**src/rtl/lfsr_seq_pkg.sv**
```systemverilog
// Shared types and register map for the LFSR step sequencer.
package lfsr_seq_pkg;

    typedef enum logic [2:0] {
        IDLE,
        WR_POLY,
        WR_SEED,
        STEP,
        SETTLE,
        OUTPUT,
        STOP,
        DONE
    } state_t;

    localparam logic [15:0] POLY_REG = 16'h0010;
    localparam logic [15:0] LFSR_REG = 16'h0012;
    localparam logic [15:0] CTRL_REG = 16'h0014;

    localparam logic [1:0] CTRL_STEP = 2'b01;
    localparam logic [1:0] CTRL_STOP = 2'b00;

endpackage

```
**src/rtl/lfsr_step_sequencer.sv**
```systemverilog
// Loads poly/seed into the LFSR block, single-steps it N times and streams each Q.
// Bus and status outputs are registered from the next state, so they are Moore in state.
module lfsr_step_sequencer
    import lfsr_seq_pkg::*;
#(
    parameter int n  = 8,
    parameter int CW = 16
) (
    input  logic          clock,
    input  logic          reset,
    input  logic          cmd_valid,
    output logic          cmd_ready,
    input  logic [n-1:0]  cmd_poly,
    input  logic [n-1:0]  cmd_seed,
    input  logic [CW-1:0] cmd_count,
    input  logic          abort,
    output logic          W,
    output logic [15:0]   A,
    output logic [n-1:0]  D,
    input  logic [n-1:0]  Q,
    output logic          out_valid,
    input  logic          out_ready,
    output logic [n-1:0]  out_data,
    output logic          busy,
    output logic          done,
    output logic          aborted
);

    state_t        r_state;
    state_t        w_next;
    logic [n-1:0]  r_poly;
    logic [n-1:0]  r_seed;
    logic [CW-1:0] r_count;
    logic          r_w;
    logic [15:0]   r_a;
    logic [n-1:0]  r_d;
    logic          r_out_valid;
    logic [n-1:0]  r_out_data;
    logic          r_busy;
    logic          r_done;
    logic          r_aborted;
    logic          w_accept;
    logic          w_deliver;

    assign cmd_ready = (r_state == IDLE) && !abort;
    assign w_accept  = cmd_valid && cmd_ready;
    assign w_deliver = (r_state == OUTPUT) && out_ready && !abort;

    always_comb begin
        w_next = r_state;
        case (r_state)
            IDLE:    if (w_accept) w_next = WR_POLY;
            WR_POLY: w_next = abort ? STOP : WR_SEED;
            WR_SEED: w_next = abort ? STOP : ((r_count == '0) ? DONE : STEP);
            STEP:    w_next = abort ? STOP : SETTLE;
            SETTLE:  w_next = abort ? STOP : OUTPUT;
            OUTPUT: begin
                if (abort)
                    w_next = STOP;
                else if (out_ready)
                    w_next = (r_count <= CW'(1)) ? DONE : STEP;
            end
            STOP:    w_next = DONE;
            DONE:    w_next = IDLE;
            default: w_next = IDLE;
        endcase
    end

    always_ff @(posedge clock or posedge reset) begin
        if (reset) begin
            r_state     <= IDLE;
            r_poly      <= '0;
            r_seed      <= '0;
            r_count     <= '0;
            r_w         <= 1'b0;
            r_a         <= '0;
            r_d         <= '0;
            r_out_valid <= 1'b0;
            r_out_data  <= '0;
            r_busy      <= 1'b0;
            r_done      <= 1'b0;
            r_aborted   <= 1'b0;
        end else begin
            r_state <= w_next;
            if (w_accept) begin
                r_poly  <= cmd_poly;
                r_seed  <= cmd_seed;
                r_count <= cmd_count;
            end
            if (w_deliver && (r_count != '0))
                r_count <= r_count - CW'(1);
            if (r_state == SETTLE)
                r_out_data <= Q;

            r_w <= 1'b0;
            r_a <= '0;
            r_d <= '0;
            case (w_next)
                // WR_POLY is only entered on accept, before r_poly has been loaded
                WR_POLY: begin r_w <= 1'b1; r_a <= POLY_REG; r_d <= cmd_poly;       end
                WR_SEED: begin r_w <= 1'b1; r_a <= LFSR_REG; r_d <= r_seed;         end
                STEP:    begin r_w <= 1'b1; r_a <= CTRL_REG; r_d <= n'(CTRL_STEP); end
                STOP:    begin r_w <= 1'b1; r_a <= CTRL_REG; r_d <= n'(CTRL_STOP); end
                default: ;
            endcase

            r_out_valid <= (w_next == OUTPUT);
            r_busy      <= (w_next != IDLE);
            r_done      <= (w_next == DONE);
            r_aborted   <= (w_next == DONE) && (r_state == STOP);
        end
    end

    assign W         = r_w;
    assign A         = r_a;
    assign D         = r_d;
    assign out_valid = r_out_valid;
    assign out_data  = r_out_data;
    assign busy      = r_busy;
    assign done      = r_done;
    assign aborted   = r_aborted;

endmodule

```
**config.mk**
```make
export PLATFORM = sky130hd
export DESIGN_NAME = lfsr_step_sequencer
export DESIGN_NICKNAME = d
export VERILOG_FILES = /design/src/rtl/lfsr_seq_pkg.sv /design/src/rtl/lfsr_step_sequencer.sv
export SDC_FILE = /design/constraint.sdc
export NUM_CORES = 1
export LEC_CHECK = 0
export BUFFER_PORTS_ARGS = -buffer_cell sky130_fd_sc_hd__buf_4
export CORE_ASPECT_RATIO = 1.1
export CORE_MARGIN = 1
export CORE_UTILIZATION = 54
export CTS_CLUSTER_DIAMETER = 30
export CTS_CLUSTER_SIZE = 14
export DETAILED_ROUTE_END_ITERATION = 10
export PLACE_DENSITY = 0.84
export SYNTH_ARGS = -nofsm -noshare
export SYNTH_HDL_FRONTEND = slang
export SYNTH_SLANG_ARGS = --single-unit
```
**constraint.sdc**
```tcl
create_clock -name clock -period 3.53 [get_ports clock]
set_clock_uncertainty 0.15 [all_clocks]
set_input_delay 0.1765 -clock clock [delete_from_list [all_inputs] [get_ports clock]]
set_output_delay 0.1765 -clock clock [all_outputs]
set_load 0.05 [all_outputs]
```
==> flow_summary.json <==
{
  "num_rows": 25,
  "cts_tree": "built",
  "drive_gt1_frac": 0.276,
  "hold_class": "in -> reg",
  "synth_area_mm2": 0.00247,
  "drc": 0,
  "clk_pin_slew_ns": 0.09,
  "clock_latency_ns": 0.31,
  "max_slew_margin": 0.314,
  "reg2reg_to": "r_count[7]$_DFFE_PP0P_",
  "criticalPathCategory": "reg -> reg",
  "synthTopCellsByCount": "50 x dfrtp_1, 44 x nand2_1, 17 x nor2_1, 15 x buf_4, 10 x clkbuf_1",
  "syn2layout_area_growth_pct": 39.6,
  "grt_usage": 0.265,
  "die_h_um": 72.9,
  "ant_nets": 0,
  "r2r_slack_ns": 1.09,
  "cts_root_buf": "clkbuf_8",
  "fmax_mhz": 410,
  "rr_worst_depth": 9,
  "r2r_start": "r_count[0]$_DFFE_PP0P_",
  "synth_top_area_share": 0.507,
  "die_area_mm2": 0.00485,
  "finalSetupViolCount": 0,
  "start_util": 0.568,
  "routedWlPerCell_um": 15.1,
  "place_inst": 359,
  "ir_worst_vdd_mv": 0.350,
  "worstSetupEndpoint": "r_count[7]$_DFFE_PP0P_",
  "first_global_vias": 2164,
  "setup_tns_ns": 0,
  "cp_max_fo": 14,
  "place_hpwl_mm": 3.80,
  "async_reset_ff_frac": 1.00,
  "drtIter0Drc": 128,
  "synthDistinctLibCells": 49,
  "drtPass1Iterations": 5,
  "netlist_top_cells_area": "dfrtp_1 51%, nand2_1 6.7%, buf_4 4.6%",
  "vias": 2233,
  "hold_violations": 0,
  "synth_top_area_cell": "dfrtp_1",
  "hold_slack_ns": 0.0243,
  "clock_path_buffers": 2,
  "cp-start-kind": "flop",
  "antennaDiodeCount": 0,
  "rsz0062_at_grt": "no",
  "power.density_mw_per_mm2": 784,
  "ys_warn_count": 0,
  "pre_cts_ws_ns": 1.13,
  "synth_edf_count": 0,
  "status": "finished clean",
  "tightest_slew_ns": 1.03,
  "postCtsHoldBufs": 38,
  "crit_arrival_ns": 2.47,
  "final_cells": 405,
  "cts-resized-gates": 0,
  "core_mm2": 0.00435,
  "grt_max_degree": 51,
  "startpoint": "r_count[0]$_DFFE_PP0P_",
  "post-route-period-util": 0.691,
  "die_w_um": 66.5,
  "io_buffers": 69,
  "ios": 83,
  "grt_pass1_wl_mm": 9.64,
  "ys_seq_area_frac": 0.507,
  "synthCells": 250,
  "synth-main-ff-cell": "dfrtp_1",
  "routabilityCongestion": 0.830,
  "yosys.cell_count.top_type": "dfrtp_1",
  "crit_path_end_kind": "flop",
  "ys_seq_elements": 50,
  "cts_buffers": 5,
  "wl_mm": 6.10,
  "crit_required_ns": 3.56,
  "p_leak_nw": 1.60,
  "gr-total-overflow": 0,
  "cts_sinks": 50,
  "min_period_ns": 2.44,
  "avgSynthCellArea_um2": 9.88,
  "vias_per_cell": 5.51,
  "maxCapViolations": 0,
  "antenna_found_initial": 0,
  "layout_setup_ws_ns": 1.09,
  "slew_viol_final": 0,
  "post-cts-setup-buffer-count": 0,
  "h-tree-depth": 2,
  "nets": 398,
  "fill_cells": 279
}
==> layer usage <==
layer | track usage | wire [um] | vias up | share of wire
li1 | - | - | 1058 | -
met1 | 0.317 | 2470 | 1075 | 0.40
met2 | 0.468 | 3160 | 90 | 0.52
met3 | 0.0609 | 392 | 10 | 0.064
met4 | 0.0875 | 87 | 0 | 0.014
met5 | 0 | 0 | - | 0
==> how the worst min path moves through the flow <==
stage                        from                      end  slack, ns  depth (start not counted)
floorplan             cmd_seed[0]    r_seed[0]$_DFFE_PP0P_       0.13                          2
global placement      cmd_seed[5]    r_seed[5]$_DFFE_PP0P_       0.22                          3
detailed placement    cmd_seed[5]    r_seed[5]$_DFFE_PP0P_       0.22                          3
CTS                 cmd_count[13]  r_count[13]$_DFFE_PP0P_       0.02                          3
global route        cmd_count[13]  r_count[13]$_DFFE_PP0P_       0.05                          3
finish              cmd_count[13]  r_count[13]$_DFFE_PP0P_       0.02                          3
==> worst max-delay path, stage by stage, from the launching register on <==
cell and delay (ns):
dfrtp_1 0.41, inv_1 0.10, ha_1 0.20, nor4b_1 0.13, and4b_2 0.28, nor3_2 0.11, buf_4 0.21, nand3_1 0.23
o311ai_0 0.35, o211ai_1 0.14
==> layout make-up <==
cell class                 count  area, um^2  share of cell area
clock buffer                   5        68.8              0.0200
clock inverter                 3        47.5              0.0138
inverter                       3        11.3             0.00327
multi-input combinational    181        1090               0.316
sequential                    50        1250               0.363
tap                           54        67.6              0.0196
timing repair buffer         109         913               0.265
==> cells by family (layout without fill, tap and decap cells) <==
family | Yosys count | after routing | synth area share
mux | 8 | 8 | 0.0365
compound gates | 49 | 49 | 0.146
buf+inv | 31 | 120 | 0.0709
other cells | 1 | 13 | 0.00152
flops | 50 | 50 | 0.507
simple gates | 108 | 108 | 0.223
fa+ha+maj | 3 | 3 | 0.0152
==> cells in the final DEF (no fill, tap or decap), types with 4 or more instances in the layout <==
cell type and count:
a21oi_1 8, a22o_1 7, buf_4 71, clkbuf_8 5, conb_1 13, dfrtp_1 50, dlygate4sd3_1 38, mux2_2 8
nand2_1 44, nand2b_1 5, nand3_1 6, nor2_1 17, nor2b_1 4, nor4_1 4, o211ai_1 9, o21ai_0 4
or3_1 5
==> state kept, by name (all words and copies together), names as in the netlist <==
register   count
r_count       16
D              8
out_data       8
r_seed         8
A              3
r_state        3
aborted        1
busy           1
done           1
out_valid      1
==> report_power, final <==
group | leakage (nW) | switching (W) | internal (W) | total [W]
sequential | 0.623 | 0.000227 | 0.000813 | 0.00104
clock | 0.0587 | 0.000211 | 0.000215 | 0.000426
combinational | 0.918 | 0.000764 | 0.000474 | 0.00124
total | 1.60 | 0.00120 | 0.00150 | 0.00270
==> per-stage QoR <==
step | cell area, um^2 | power (W) | util
2_1_floorplan | 2510 | 0.00191 | -
3_3_place_gp | 2950 | 0.00220 | 0.679
3_5_place_dp | 2950 | 0.00224 | 0.679
4_1_cts | 3450 | 0.00269 | 0.793
5_1_grt | 3450 | 0.00286 | 0.793
6_report | 3450 | 0.00270 | 0.793
Note: power is estimated with default switching activity, not from simulation.
